--- src/rtl/tx_fifo_arb_pkg.sv ---
// Shared types and sizing helpers for the tx_fifo write-port arbiter.
package tx_fifo_arb_pkg;

  typedef enum logic [0:0] {
    IDLE = 1'b0,
    XFER = 1'b1
  } arb_state_t;

  localparam int DEF_NUM_REQ     = 4;
  localparam int DEF_DATA_WIDTH  = 8;
  localparam int DEF_MAX_PKT_LEN = 256;

  // Beat counter must be able to hold MAX_PKT_LEN itself
  function automatic int cnt_width(input int max_len);
    return $clog2(max_len + 1);
  endfunction

endpackage

--- src/rtl/tx_fifo_arb_if.sv ---
// Packet-source and tx_fifo write-side bundle; master drives the sources, slave is the arbiter.
interface tx_fifo_arb_if
  import tx_fifo_arb_pkg::*;
#(
  parameter int NUM_REQ    = DEF_NUM_REQ,
  parameter int DATA_WIDTH = DEF_DATA_WIDTH
);
  localparam int IDX_W = $clog2(NUM_REQ);

  logic [NUM_REQ-1:0]            i_req_valid;
  logic [NUM_REQ*DATA_WIDTH-1:0] i_req_data;
  logic [NUM_REQ-1:0]            i_req_last;
  logic [NUM_REQ-1:0]            o_req_ready;
  logic                          i_afull;
  logic                          o_push;
  logic [DATA_WIDTH-1:0]         o_wdata;
  logic [NUM_REQ-1:0]            o_grant;
  logic                          o_busy;
  logic                          o_err_len;
  logic [IDX_W-1:0]              o_err_src;

  modport master (
    output i_req_valid, i_req_data, i_req_last, i_afull,
    input  o_req_ready, o_push, o_wdata, o_grant, o_busy, o_err_len, o_err_src
  );

  modport slave (
    input  i_req_valid, i_req_data, i_req_last, i_afull,
    output o_req_ready, o_push, o_wdata, o_grant, o_busy, o_err_len, o_err_src
  );

endinterface

--- src/rtl/tx_fifo_arb_rr_pick.sv ---
// Combinational round-robin picker: first set request after ptr, wrapping, as one-hot plus index.
module rr_pick
  import tx_fifo_arb_pkg::*;
#(
  parameter  int NUM_REQ = DEF_NUM_REQ,
  localparam int IDX_W   = $clog2(NUM_REQ)
) (
  input  logic [NUM_REQ-1:0] req,
  input  logic [IDX_W-1:0]   ptr,
  output logic [NUM_REQ-1:0] pick,
  output logic [IDX_W-1:0]   pick_idx,
  output logic               found
);

  logic [IDX_W-1:0] cand_s;
  logic             hit_s;

  // Walk the rotated request vector starting just above ptr; first hit wins
  always_comb begin
    pick     = '0;
    pick_idx = '0;
    found    = 1'b0;
    cand_s   = '0;
    hit_s    = 1'b0;
    for (int i = 0; i < NUM_REQ; i++) begin
      cand_s       = IDX_W'((int'(ptr) + 1 + i) % NUM_REQ);
      hit_s        = req[cand_s] & ~found;
      pick[cand_s] = pick[cand_s] | hit_s;
      pick_idx     = hit_s ? cand_s : pick_idx;
      found        = found | req[cand_s];
    end
  end

endmodule

--- src/rtl/tx_fifo_arb.sv ---
// Round-robin packet arbiter sharing the tx_fifo write port; grant locks until last beat or MAX_PKT_LEN.
module tx_fifo_arb
  import tx_fifo_arb_pkg::*;
#(
  parameter  int NUM_REQ     = DEF_NUM_REQ,
  parameter  int DATA_WIDTH  = DEF_DATA_WIDTH,
  parameter  int MAX_PKT_LEN = DEF_MAX_PKT_LEN,
  localparam int IDX_W       = $clog2(NUM_REQ)
) (
  input  logic          i_clk,
  input  logic          i_rst,
  tx_fifo_arb_if.slave  bus
);

  localparam int                 CNT_W    = cnt_width(MAX_PKT_LEN);
  localparam logic [CNT_W-1:0]   LAST_CNT = CNT_W'(MAX_PKT_LEN - 1);
  localparam logic [IDX_W-1:0]   PTR_RST  = IDX_W'(NUM_REQ - 1);

  arb_state_t            state_r;
  logic [IDX_W-1:0]      ptr_r;
  logic [CNT_W-1:0]      cnt_r;
  logic [NUM_REQ-1:0]    grant_r;
  logic [IDX_W-1:0]      idx_r;
  logic                  push_r;
  logic [DATA_WIDTH-1:0] wdata_r;
  logic                  busy_r;
  logic                  err_len_r;
  logic [IDX_W-1:0]      err_src_r;

  logic [NUM_REQ-1:0]    ready_s;
  logic                  accept_s;
  logic [DATA_WIDTH-1:0] beat_data_s;
  logic                  beat_last_s;
  logic [NUM_REQ-1:0]    pick_s;
  logic [IDX_W-1:0]      pick_idx_s;
  logic                  pick_found_s;

  rr_pick #(.NUM_REQ(NUM_REQ)) u_pick (
    .req      (bus.i_req_valid),
    .ptr      (ptr_r),
    .pick     (pick_s),
    .pick_idx (pick_idx_s),
    .found    (pick_found_s)
  );

  // Owner's ready follows afull directly; beat data/last via AND-OR mux on the one-hot grant
  always_comb begin
    ready_s     = '0;
    beat_data_s = '0;
    if (state_r == XFER && !bus.i_afull) begin
      ready_s = grant_r;
    end else begin
      ready_s = '0;
    end
    for (int k = 0; k < NUM_REQ; k++) begin
      beat_data_s = beat_data_s |
                    ({DATA_WIDTH{grant_r[k]}} & bus.i_req_data[k*DATA_WIDTH +: DATA_WIDTH]);
    end
    accept_s    = |(ready_s & bus.i_req_valid);
    beat_last_s = |(grant_r & bus.i_req_last);
  end

  // Arbitration FSM; every write-side output is a register
  always_ff @(posedge i_clk) begin
    if (i_rst) begin
      state_r   <= IDLE;
      ptr_r     <= PTR_RST;
      cnt_r     <= '0;
      grant_r   <= '0;
      idx_r     <= '0;
      push_r    <= 1'b0;
      wdata_r   <= '0;
      busy_r    <= 1'b0;
      err_len_r <= 1'b0;
      err_src_r <= '0;
    end else begin
      push_r    <= 1'b0;
      err_len_r <= 1'b0;
      case (state_r)
        IDLE: begin
          cnt_r <= '0;
          if (pick_found_s) begin
            grant_r <= pick_s;
            idx_r   <= pick_idx_s;
            busy_r  <= 1'b1;
            state_r <= XFER;
          end else begin
            grant_r <= '0;
            busy_r  <= 1'b0;
          end
        end
        XFER: begin
          if (accept_s) begin
            push_r  <= 1'b1;
            wdata_r <= beat_data_s;
            // Oversize packets are cut here; the rest re-arbitrates as a fresh packet
            if (beat_last_s || cnt_r == LAST_CNT) begin
              if (!beat_last_s) begin
                err_len_r <= 1'b1;
                err_src_r <= idx_r;
              end else begin
                err_len_r <= 1'b0;
              end
              ptr_r   <= idx_r;
              cnt_r   <= '0;
              grant_r <= '0;
              busy_r  <= 1'b0;
              state_r <= IDLE;
            end else begin
              cnt_r <= cnt_r + CNT_W'(1);
            end
          end
        end
        default: begin
          state_r <= IDLE;
          grant_r <= '0;
          busy_r  <= 1'b0;
          cnt_r   <= '0;
        end
      endcase
    end
  end

  assign bus.o_req_ready = ready_s;
  assign bus.o_push      = push_r;
  assign bus.o_wdata     = wdata_r;
  assign bus.o_grant     = grant_r;
  assign bus.o_busy      = busy_r;
  assign bus.o_err_len   = err_len_r;
  assign bus.o_err_src   = err_src_r;

endmodule

--- src/flat_wrapper.sv ---
// flat-port wrapper written by rule: the top's interface ports become plain ports
module tx_fifo_arb_flat import tx_fifo_arb_pkg::*;
#(
  parameter  int NUM_REQ     = DEF_NUM_REQ,
  parameter  int DATA_WIDTH  = DEF_DATA_WIDTH,
  parameter  int MAX_PKT_LEN = DEF_MAX_PKT_LEN,
  localparam int IDX_W       = $clog2(NUM_REQ)
)
  (i_clk, i_rst, bus_i_req_valid, bus_i_req_data, bus_i_req_last, bus_i_afull, bus_o_req_ready, bus_o_push, bus_o_wdata, bus_o_grant, bus_o_busy, bus_o_err_len, bus_o_err_src);
  tx_fifo_arb_if #(.NUM_REQ(NUM_REQ), .DATA_WIDTH(DATA_WIDTH)) bus_i ();
  input  logic i_clk;
  input  logic i_rst;
  input wire logic [$bits(bus_i.i_req_valid)-1:0] bus_i_req_valid;
  input wire logic [$bits(bus_i.i_req_data)-1:0] bus_i_req_data;
  input wire logic [$bits(bus_i.i_req_last)-1:0] bus_i_req_last;
  input wire logic [$bits(bus_i.i_afull)-1:0] bus_i_afull;
  output wire logic [$bits(bus_i.o_req_ready)-1:0] bus_o_req_ready;
  output wire logic [$bits(bus_i.o_push)-1:0] bus_o_push;
  output wire logic [$bits(bus_i.o_wdata)-1:0] bus_o_wdata;
  output wire logic [$bits(bus_i.o_grant)-1:0] bus_o_grant;
  output wire logic [$bits(bus_i.o_busy)-1:0] bus_o_busy;
  output wire logic [$bits(bus_i.o_err_len)-1:0] bus_o_err_len;
  output wire logic [$bits(bus_i.o_err_src)-1:0] bus_o_err_src;
  assign bus_i.i_req_valid = bus_i_req_valid;
  assign bus_i.i_req_data = bus_i_req_data;
  assign bus_i.i_req_last = bus_i_req_last;
  assign bus_i.i_afull = bus_i_afull;
  assign bus_o_req_ready = bus_i.o_req_ready;
  assign bus_o_push = bus_i.o_push;
  assign bus_o_wdata = bus_i.o_wdata;
  assign bus_o_grant = bus_i.o_grant;
  assign bus_o_busy = bus_i.o_busy;
  assign bus_o_err_len = bus_i.o_err_len;
  assign bus_o_err_src = bus_i.o_err_src;
  tx_fifo_arb #(.NUM_REQ(NUM_REQ), .DATA_WIDTH(DATA_WIDTH), .MAX_PKT_LEN(MAX_PKT_LEN)) u_core (.i_clk(i_clk), .i_rst(i_rst), .bus(bus_i));
endmodule
--- config.mk ---
export PLATFORM = sky130hd
export DESIGN_NAME = tx_fifo_arb_flat
export DESIGN_NICKNAME = d
export VERILOG_FILES = /design/src/rtl/tx_fifo_arb_pkg.sv /design/src/rtl/tx_fifo_arb_if.sv /design/src/rtl/tx_fifo_arb_rr_pick.sv /design/src/rtl/tx_fifo_arb.sv /design/src/flat_wrapper.sv
export SDC_FILE = /design/constraint.sdc
export NUM_CORES = 1
export LEC_CHECK = 0
export ABC_AREA = 1
export CORE_ASPECT_RATIO = 0.7
export CORE_MARGIN = 2
export CORE_UTILIZATION = 43
export CTS_CLUSTER_SIZE = 10
export DETAILED_ROUTE_END_ITERATION = 8
export GPL_TIMING_DRIVEN = 1
export PLACE_DENSITY = 0.77
export SETUP_SLACK_MARGIN = 0.1
export SYNTH_ARGS = -nofsm -noshare
export SYNTH_HDL_FRONTEND = slang
export SYNTH_HIERARCHICAL = 1
export SYNTH_SLANG_ARGS = --single-unit
export TNS_END_PERCENT = 20
--- constraint.sdc ---
create_clock -name i_clk -period 2.3 [get_ports i_clk]
set_input_delay 0.69 -clock i_clk [delete_from_list [all_inputs] [get_ports i_clk]]
set_output_delay 0.69 -clock i_clk [all_outputs]
set_load 0.01 [all_outputs]
==> results by group, run 1 <==
Min path
  – HP Class: flop to flop

Logic synthesis
  – Async set or reset register ratio after synthesis: 0%
  – Cell with the most instances after synthesis: nand2_1
  – Synth top area cells: dfxtp_1 (29%), nand2_1 (19%), nand3_1 (9.1%)
  – Synthesized instance count: 344
  – Multiplexer share of the synthesized area: less than 1%
  – Largest family of logic cells by synthesized area: simple AND/OR/NAND/NOR gates
  – Share of the synthesized area in the top cell type: approximately 29%
  – Part of the Yosys area used for sequential elements: roughly 29%
  – Area share of fa/ha/maj cells after synthesis: 3.48%
  – Syn_nets: 393
  – Cell taking the most area after synthesis: dfxtp_1
  – Syn Area/Cell: 6.27 µm²
  – Simple-gate share of the synthesized area: 43.2%
  – Complex-gate fraction of the synthesized area: 12.8%
  – Synth Warn #: 6
  – EDFF count, synth: 0
  – Post-Syn Area: about 0.0022 mm²
  – Yosys cell types: 31
  – Post-synthesis xor/xnor area fraction: 0.813%
  – Post-synthesis register bit count: 31
  – Synth top cells by count: nand2_1 (108), nand3_1 (39), inv_1 (36), nor2_1 (32), dfxtp_1 (31)
  – Dominant synthesized flop cell: dfxtp_1

Clocking
  – TritonCTS clock tree: done
  – Worst skew pair latency: 0.29 ns
  – CTS H-tree lvls: 2
  – Worst-path clk slew: 0.07 ns
  – Root Buffer: clkbuf_8
  – Worst-case clock buffer depth: 2
  – CTS buffer count: 5
  – Clock Sinks: 31

Power and ir drop
  – Sequential power share: between 30% and 40%
  – Internal: approximately 1000 µW
  – Lkg Pwr: around 0.0016 µW
  – Net Sw Power: 478 µW
  – Peak VDD IR: 0.278 mV
  – Combinational power share: between 30 and 40%
  – Net Sw Frac: between 30% and 40%
  – Clk pwr share: 29.7%
  – Power per Cell Area: 449 mW/mm²
  – Tot Pwr: 1510 µW

GRT
  – Number of global-route vias before repair: 2560
  – First-pass GRT wire length: around 12000 µm
  – Total congestion overflow: 0
  – Largest net degree at the start of global routing: 26
  – Global Route Usage Sum: about a quarter
  – Initial antenna violation count: 0

Detailed routing
  – Post-detailed-routing wire length: 7010 µm
  – Met3 routed WL: between 500 and 600 µm
  – Met2 WL post-DR: just over 3000 µm
  – DRC viols: 0
  – Initial DRC Count: 259
  – Final ANT Viol Nets: 0
  – M1 WL: 3270 µm
  – DR pass1 iterations: 5
  – Via/cell ratio: 5.20
  – Top Layer Used: met4
  – Via count of the routed design: around 2.7k
  – Routed wire length per instance: between 10 and 15 µm

Place
  – Port-buffer cells: 63
  – Final HPWL from detailed placement: about 5000 µm
  – Final RePlAce weighted congestion: 0.903

Die
  – Initial core utilization: 44.8%
  – Die width: slightly below 90 µm
  – Die height: 63.2 µm
  – Core Area: 0.00481 mm²
  – Row count: 21
  – Die area: roughly 0.0056 mm²
  – Ports: 64

Timing
  – Final setup vio count: 4
  – Relative slew slack: around 77%
  – Post-route worst setup slack: -0.0719 ns
  – Final hold vios: 0
  – Clk_skew: slightly above 0.006 ns
  – Min cycle time layout: around 2.4 ns
  – Final slew viol count: 0
  – RSZ-0062 raised after global routing: yes
  – Hold slack: 0.472 ns
  – Worst slew pin tran: 0.344 ns
  – Max Freq: 422 MHz
  – Crit share post-route: 103%

Critical path
  – Critical path class: flop to flop
  – Critical Path RT: about 2.5 ns
  – CP Cell Sequence: inv_4 -> ha_4 -> inv_2 -> nand3_2 -> nand2_4 -> nand2_4 -> nand2_2 -> nand2_4 -> nand3_2 -> nand3_2 -> nand3_2 -> nand2_2 -> nand3_2 -> nand2_1 -> nand2_1 -> a21oi_2 -> nand2_2 -> nand2_1 -> nand2_1 -> nand3_1 -> nand2_1
  – Max stage delay on crit path: roughly 0.38 ns
  – Endpoint type of the worst setup path: flop
  – Worst-path maximum fanout: 6
  – CP Data Arrival Time: 2.56 ns
  – Worst path slowest cell: dfxtp_4
  – Worst setup SP type: flop

Final layout
  – Layout Nets: slightly below 500
  – Fill cells: 415
  – Antenna diodes: 0
  – Area growth from synthesis to layout: 55.9%
  – Util after Layout: approximately 70%
  – Share of cells above drive strength 1: between 20 and 30%

Outcome
  – Failing checks: setup timing
  – Status: complete, but fails checks

Flow run
  – Max cap viols: 0
power groups by stage:
stage / sequential (µW) / combinational (µW) / clock, µW
6_report: 591 / 470 / 448
5_1_grt: 595 / 512 / 477
4_1_cts: 590 / 450 / 452
3_5_place_dp: 601 / 426 / 0
3_3_place_gp: 601 / 424 / 0
2_1_floorplan: 604 / 217 / 0
sequential cells by signal, indices dropped and copies added (netlist names):
| name | flops |
|---|---|
| u_core/state_r | 1 |
| u_core/idx_r | 2 |
| u_core/cnt_r | 9 |
| u_core/ptr_r | 2 |
| u_core/bus.o_grant | 4 |
| u_core/bus.o_wdata | 8 |
| u_core/bus.o_err_src | 2 |
| u_core/bus.o_push | 1 |
| u_core/bus.o_err_len | 1 |
| u_core/bus.o_busy | 1 |
layer usage:
layer	global-route usage, %	up-vias
met5	0	-
met1	36.9	1211
met2	38.5	131
met4	10.2	0
li1	-	1331
met3	6.95	23
critical path, delay by kind of cell, from the launching register on:
| kind | cells | cell delay [ns] |
|---|---|---|
| buf+inv | 2 | 0.08 |
| flops | 1 | 0.38 |
| compound gates | 1 | 0.14 |
| fa+ha+maj | 1 | 0.29 |
| simple gates | 17 | 1.36 |
through the flow:
stage / instance area (µm²) / std cells / setup slack (ns) / setup TNS, ns
3_5_place_dp: 3070 / 498 / -0.638 / -4.36
3_3_place_gp: 3070 / 498 / -0.568 / -4.17
5_1_grt: 3360 / 518 / -0.220 / -0.943
6_report: 3360 / 518 / -0.0719 / -0.233
4_1_cts: 3340 / 518 / 0.0257 / 0
2_1_floorplan: 2180 / 344 / 0.0962 / 0
path summary, 6_finish.rpt:
check / to / from / slack, ns / cells past startpoint
setup / recovery: u_core/bus.o_grant[3] / u_core/ptr_r[0] / -0.07 / 21
hold / removal: u_core/cnt_r[8] / u_core/cnt_r[8] / 0.47 / 2
setup reg to reg: u_core/bus.o_grant[3] / u_core/ptr_r[0] / -0.07 / 21
hold reg to reg: u_core/cnt_r[8] / u_core/cnt_r[8] / 0.47 / 2
kinds of logic after synthesis:
group / count (synthesis)
DFF: 31
xor gates and xnor gates: 2
AOI/OAI and AO/OA: 46
and+or+nand+nor: 207
adders and majority gates: 6
buffers and inverters: 51
muxes: 1
cells in the final DEF (no fill, tap or decap), types with 6 or more instances in the layout:
cell / synthesis / layout
nand2_4: 3 / 8
nand2_2: 10 / 15
inv_2: 3 / 7
a21oi_1: 17 / 17
o21ai_0: 15 / 13
a221oi_1: 8 / 8
nand3_2: 3 / 14
nand3_1: 39 / 27
clkdlybuf4s50_1: 0 / 55
clkbuf_8: 0 / 6
buf_4: 0 / 45
dfxtp_1: 31 / 28
nor2_1: 32 / 29
inv_1: 36 / 30
nand2_1: 108 / 98
final cells by class:
| type | count | area [µm²] | area share, % |
|---|---|---|---|
| Sequential cell | 31 | 627 | 18.7 |
| Clock buffer | 7 | 86.3 | 2.57 |
| Clock inverter | 1 | 5.00 | 0.149 |
| Inverter | 40 | 160 | 4.77 |
| Tap cell | 69 | 86.3 | 2.57 |
| Timing Repair Buffer | 108 | 935 | 27.8 |
| Multi-Input combinational cell | 262 | 1460 | 43.5 |
what timing repair did:
| action | CTS | global route |
|---|---|---|
| hold buffers | 0 | 0 |
| resized for setup | 54 | 20 |
| setup endpoints to repair | 10 | 13 |
| pin swaps | 17 | 10 |
| buffers inserted | 12 | 0 |
(Power assumes the default switching activity.)
==> run 2: changes to the inputs <==
==> constraint.sdc (replaced) <==
create_clock -name i_clk -period 2.3 [get_ports i_clk]
set_input_delay 0.23 -clock i_clk [delete_from_list [all_inputs] [get_ports i_clk]]
set_output_delay 0.23 -clock i_clk [all_outputs]
set_load 0.01 [all_outputs]
==> results by group, run 2 (synthesized netlist as in run 1, its figures left out) <==
Final layout
  – Most common cell after layout, fill and taps aside: nand2_1
  – Share of cells above drive strength 1: 22.8%
  – Antenna diodes: 0
  – Largest register FFs: 9
  – Layout Nets: 487
  – Largest register by flop count: u_core/cnt_r
  – Post-route cell area: approximately 0.0034 mm²
  – Most frequent cells in the layout: nand2_1 (100), clkdlybuf4s50_1 (63), buf_4 (35), inv_1 (33), nor2_1 (31)
  – Fill cells: about 380
  – Area growth from synthesis to layout: 56.6%
  – Util after Layout: between 70 and 80%

Clocking
  – CTS H-tree lvls: 2
  – Worst skew pair latency: between 0.2 and 0.3 ns
  – CTS buffer count: 5
  – Root Buffer: clkbuf_8
  – Hold_buf cts: 0
  – TritonCTS clock tree: done
  – Worst-path clk slew: ~0.06 ns
  – Worst-case clock buffer depth: 2
  – Clock Sinks: 31

Detailed routing
  – Via/cell ratio: 5.30
  – Initial DRC Count: roughly 290
  – DRC viols: 0
  – DR pass1 iterations: 6
  – Post-detailed-routing wire length: ~7600 µm
  – Via count of the routed design: 2689
  – Final ANT Viol Nets: 0
  – Routed wire length per instance: around 15 µm

Die
  – Core Area: 0.00481 mm²
  – Die height: approximately 63 µm
  – Ports: 64
  – Die width: slightly below 90 µm
  – Row count: 21
  – Initial core utilization: about 45%
  – Die area: between 0.005 and 0.006 mm²

Power and ir drop
  – Lkg Pwr: 0.00153 µW
  – Power per Cell Area: around 440 mW/mm²
  – Peak VDD IR: slightly below 0.3 mV
  – Net Sw Power: between 400 and 500 µW
  – Sequential power share: approximately 41%
  – Tot Pwr: 1490 µW
  – Combinational power share: 29.9%
  – Internal: 1010 µW
  – Clk pwr share: 28.7%
  – Net Sw Frac: roughly a third

Critical path
  – Worst-path maximum fanout: 7
  – Critical Path End: u_core/idx_r[0]
  – Most used cell, CP: buf_4
  – Critical path class: flop to flop
  – Endpoint type of the worst setup path: flop
  – Worst path slowest cell: dfxtp_4
  – R2R setup slack: -0.08 ns
  – Worst reg2reg path endpoint: u_core/idx_r[0]
  – Worst setup SP type: flop
  – Worst reg-to-reg path cell count: 12
  – R2R Path Start: u_core/ptr_r[0]
  – CP Data Arrival Time: 2.54 ns
  – Critical Path RT: between 2 and 2.5 ns
  – CP Cell Sequence: inv_4 -> buf_4 -> ha_1 -> inv_2 -> nand2_1 -> mux2i_1 -> nor3_1 -> buf_4 -> o32ai_1 -> inv_1 -> o21ai_0 -> nor2_1
  – Crit. Startpoint: u_core/ptr_r[0]
  – Max stage delay on crit path: 0.36 ns

Timing
  – Hold slack: 0.467 ns
  – Final hold vios: 0
  – Post-route worst setup slack: -0.0785 ns
  – Final slew viol count: 0
  – Min cycle time layout: approximately 2.4 ns
  – Worst slew pin tran: slightly above 0.7 ns
  – TNS Setup: -0.0829 ns
  – Relative slew slack: a little over half
  – Max Freq: roughly 420 MHz
  – Clk_skew: 0.00232 ns
  – Final setup vio count: 2
  – Crit share post-route: 103%
  – RSZ-0062 raised after global routing: yes

Place
  – Post-DP Area: about 0.0030 mm²
  – Final RePlAce weighted congestion: a little under 1
  – Final HPWL from detailed placement: 5050 µm
  – Port-buffer cells: 63

Flow run
  – Max cap viols: 0

Min path
  – HP Class: flop to flop

GRT
  – First-pass GRT wire length: roughly 12000 µm
  – Total congestion overflow: 0
  – Number of global-route vias before repair: around 2.6k
  – Global Route Usage Sum: a little over a quarter
  – Largest net degree at the start of global routing: 26
  – Initial antenna violation count: 0

Outcome
  – Failing checks: setup timing
  – Status: complete, but fails checks
## run 2: cell count changes in the layout (fill, tap and decap cells not counted), moves of 2 or more
cell             delta
buf_2               -5
buf_4              -10
clkbuf_2            -2
clkdlybuf4s50_1     +8
inv_1               +3
inv_2               -4
nand2_1             +2
nand2_2             -4
nand2_8             +2
nand3_2             -6
nand3_4             +5
nor2_1              +2
nor2_2              -2
## run 2: critical path: cells and delay by family, from the launching register on
kind / cells / cell delay, ns
buffers and inverters: 5 / 0.58
AOI/OAI and AO/OA: 2 / 0.39
DFF: 1 / 0.36
and+or+nand+nor: 3 / 0.35
adders and majority gates: 1 / 0.31
muxes: 1 / 0.28
## run 2: worst min path at each step
stage               cells after the start               endpoint                from
finish                                  2        u_core/cnt_r[8]     u_core/cnt_r[8]
global route                            2        u_core/cnt_r[8]     u_core/cnt_r[8]
CTS                                     2        u_core/cnt_r[8]     u_core/cnt_r[8]
detailed placement                      2        u_core/cnt_r[8]     u_core/cnt_r[8]
global placement                        2        u_core/cnt_r[8]     u_core/cnt_r[8]
floorplan                               2  u_core/bus.o_wdata[0]  bus_i_req_data[16]
## run 2: power by group through the flow
stage                     Clock (µW)  Combinational (µW)  Sequential (µW)
after detailed placement           0                 387              625
final                            427                 444              616
after CTS                        434                 404              614
after global routing             469                 482              621
after global placement             0                 384              625
after floorplan                    0                 217              604
## run 2: layout make-up
type	instances	area, µm²	area share (%)
clock buffers	6	82.6	2.45
clock inverters	1	5.00	0.148
inverters	40	165	4.89
multi-input cells	262	1520	44.9
flip-flops and latches	31	628	18.6
well taps	69	86.3	2.56
repair buffers	98	893	26.5
## run 2: through the flow
stage	cells	setup slack, ns
after CTS	505	0.0518
after global routing	507	-0.166
after global placement	490	-0.132
after detailed placement	490	-0.153
final	507	-0.0785
after floorplan	344	0.110
## run 2: layer usage
layer | share of wire, % | global-route usage [%] | wire [µm] | vias to the layer above
li1 | - | - | - | 1304
met1 | 42 | 34.8 | 3170 | 1187
met2 | 45 | 39.0 | 3400 | 170
met3 | 10 | 10.1 | 794 | 28
met4 | 2.7 | 9.28 | 206 | 0
met5 | 0 | 0 | 0 | -
## run 2: timing repair
item                                    4_1_cts  5_1_grt
resized for setup                            21       28
pin swaps                                    15       16
endpoints found under the setup margin        4        9
hold endpoints to repair                      0        0
setup buffers                                 8        2
==> run 3: changes to the inputs <==
--- a/config.mk
+++ b/config.mk
@@ -8,11 +8,12 @@
 export ABC_AREA = 1
 export CORE_ASPECT_RATIO = 0.7
 export CORE_MARGIN = 2
-export CORE_UTILIZATION = 43
+export CORE_UTILIZATION = 44
+export CTS_BUF_LIST = sky130_fd_sc_hd__clkbuf_4 sky130_fd_sc_hd__clkbuf_8
 export CTS_CLUSTER_SIZE = 10
 export DETAILED_ROUTE_END_ITERATION = 8
 export GPL_TIMING_DRIVEN = 1
-export PLACE_DENSITY = 0.77
+export PLACE_DENSITY = 0.78
 export SETUP_SLACK_MARGIN = 0.1
 export SYNTH_ARGS = -nofsm -noshare
 export SYNTH_HDL_FRONTEND = slang
==> results by group, run 3 (synthesized netlist as in run 1, its figures left out) <==
Outcome
  – Status: complete, but fails checks
  – Failing checks: setup timing

Die
  – Ports: 64
  – Row count: 21
  – Die area: about 0.0055 mm²
  – Core Area: 0.00476 mm²
  – Die height: ~63 µm
  – Die width: just under 90 µm
  – Initial core utilization: 45.3%

Power and ir drop
  – Clk pwr share: 34.5%
  – Peak VDD IR: 0.302 mV
  – Internal: 1130 µW
  – Lkg Pwr: between 0.0015 and 0.002 µW
  – Power per Cell Area: about 480 mW/mm²
  – Net Sw Power: about 470 µW
  – Net Sw Frac: between 20% and 30%
  – Sequential power share: 37.2%
  – Combinational power share: between 20% and 30%

Detailed routing
  – Final ANT Viol Nets: 0
  – Via/cell ratio: about 5.2
  – Post-detailed-routing wire length: 6990 µm
  – Via count of the routed design: ~2.7k
  – Initial DRC Count: 189
  – Routed wire length per instance: 13.7 µm
  – DR pass1 iterations: 5
  – DRC viols: 0

Place
  – Final HPWL from detailed placement: 4820 µm
  – Final RePlAce weighted congestion: just over 0.9
  – Placed Instances: 492
  – Port-buffer cells: 63

Critical path
  – Worst setup SP type: flop
  – Worst-path maximum fanout: 5
  – Critical path class: flop to flop
  – CP Data Arrival Time: roughly 2.7 ns
  – Endpoint type of the worst setup path: flop
  – Critical Path RT: between 2 and 3 ns
  – Worst reg-to-reg path cell count: 15

Clocking
  – Worst skew pair latency: around 0.28 ns
  – Root Buffer: clkbuf_8
  – CTS buffer count: 5
  – Clock Sinks: 31
  – CTS H-tree lvls: 2
  – Worst-path clk slew: about 0.06 ns
  – Worst-case clock buffer depth: 2
  – Hold_buf cts: 0
  – TritonCTS clock tree: done

Timing
  – Max Freq: 412 MHz
  – RSZ-0062 raised after global routing: yes
  – Final setup vio count: 4
  – Clk_skew: just over 0.007 ns
  – Post-route worst setup slack: -0.130 ns
  – Worst slew pin tran: between 0.7 and 0.8 ns
  – Min cycle time layout: about 2.4 ns
  – TNS Setup: -0.449 ns
  – Relative slew slack: between 50% and 60%
  – Final hold vios: 0
  – Crit share post-route: 106%
  – Final slew viol count: 0

Final layout
  – Antenna diodes: 0
  – Most frequent cells in the layout: nand2_1 (103), clkdlybuf4s50_1 (63), buf_4 (37), inv_1 (34), nor2_1 (31)
  – Area growth from synthesis to layout: 56.7%
  – Util after Layout: 71.0%
  – Final non-filler cell total: 511
  – Layout Nets: slightly below 500
  – Largest register by flop count: u_core/cnt_r
  – Share of cells above drive strength 1: around a fifth
  – Fill cells: about 390
  – Most common cell after layout, fill and taps aside: nand2_1
  – Largest register FFs: 9

GRT
  – First-pass GRT wire length: around 11000 µm
  – Largest net degree at the start of global routing: 26
  – GR Util met1: 35.6%
  – Global Route Usage Sum: approximately a quarter
  – Total congestion overflow: 0
  – Number of global-route vias before repair: 2427
  – M2 GR Usage: between 30% and 40%
  – Met3 Track Usage GR: under 10%
  – Most Crowded Layer GR: met2
  – Initial antenna violation count: 0

Min path
  – Cells on Worst Hold Path: 2
  – HP Class: flop to flop

Flow run
  – Max cap viols: 0
-- run 3: final timing paths --
| path | startpoint | endpoint | slack (ns) |
|---|---|---|---|
| setup / recovery | u_core/ptr_r[0] | u_core/bus.o_grant[3] | -0.13 |
| hold / removal | u_core/cnt_r[8] | u_core/cnt_r[8] | 0.47 |
| setup reg to reg | u_core/ptr_r[0] | u_core/bus.o_grant[3] | -0.13 |
| hold reg to reg | u_core/cnt_r[8] | u_core/cnt_r[8] | 0.47 |
-- run 3: critical path, cell delays in order (launching register included) --
cell	delay [ns]
dfxtp_4	0.39
inv_4	0.05
ha_4	0.26
inv_2	0.07
nand3_2	0.09
nand2_4	0.12
inv_4	0.06
o21ai_0	0.34
nand2_1	0.15
a211oi_1	0.37
a21oi_2	0.11
nand2_2	0.09
nand2_1	0.05
nand2_1	0.05
nand3_1	0.08
nand2_1	0.10
-- run 3: routing by layer --
layer,part of all wire (%),routed length (µm)
met1,45,3150
met4,2.4,170
met2,43,3010
met3,9.4,660
met5,0,0
-- run 3: what timing repair did --
action / 4_1_cts / 5_1_grt
setup endpoints to repair: 4 / 6
gates cloned: 0 / 0
pin swaps: 16 / 15
buffers inserted: 7 / 4
resized for setup: 18 / 15
-- run 3: cell type report --
cell class	count	area, µm²	share of cell area (%)
clock buffers	6	82.6	2.44
clock inverters	2	35.0	1.04
inverters	40	163	4.81
multi-input cells	262	1460	43.2
flip-flops and latches	31	624	18.5
well taps	69	86.3	2.56
repair buffers	101	928	27.5
-- run 3: per-stage QoR --
| step | worst slack, ns | cell area [µm²] | power, µW | hold slack (ns) |
|---|---|---|---|---|
| final | -0.130 | 3380 | 1600 | 0.470 |
| after global routing | -0.217 | 3380 | 1690 | 0.508 |
| after CTS | 0.00149 | 3280 | 1580 | 0.470 |
| after detailed placement | -0.162 | 3040 | 1020 | 0.459 |
| after global placement | -0.125 | 3040 | 1020 | 0.448 |
| after floorplan | 0.110 | 2180 | 820 | 0.435 |
-- run 3: power by group through the flow --
stage | Sequential (µW) | Combinational, µW | Clock, µW
2_1_floorplan | 604 | 217 | 0
3_3_place_gp | 609 | 408 | 0
3_5_place_dp | 608 | 410 | 0
4_1_cts | 597 | 425 | 560
5_1_grt | 601 | 494 | 592
6_report | 597 | 454 | 554
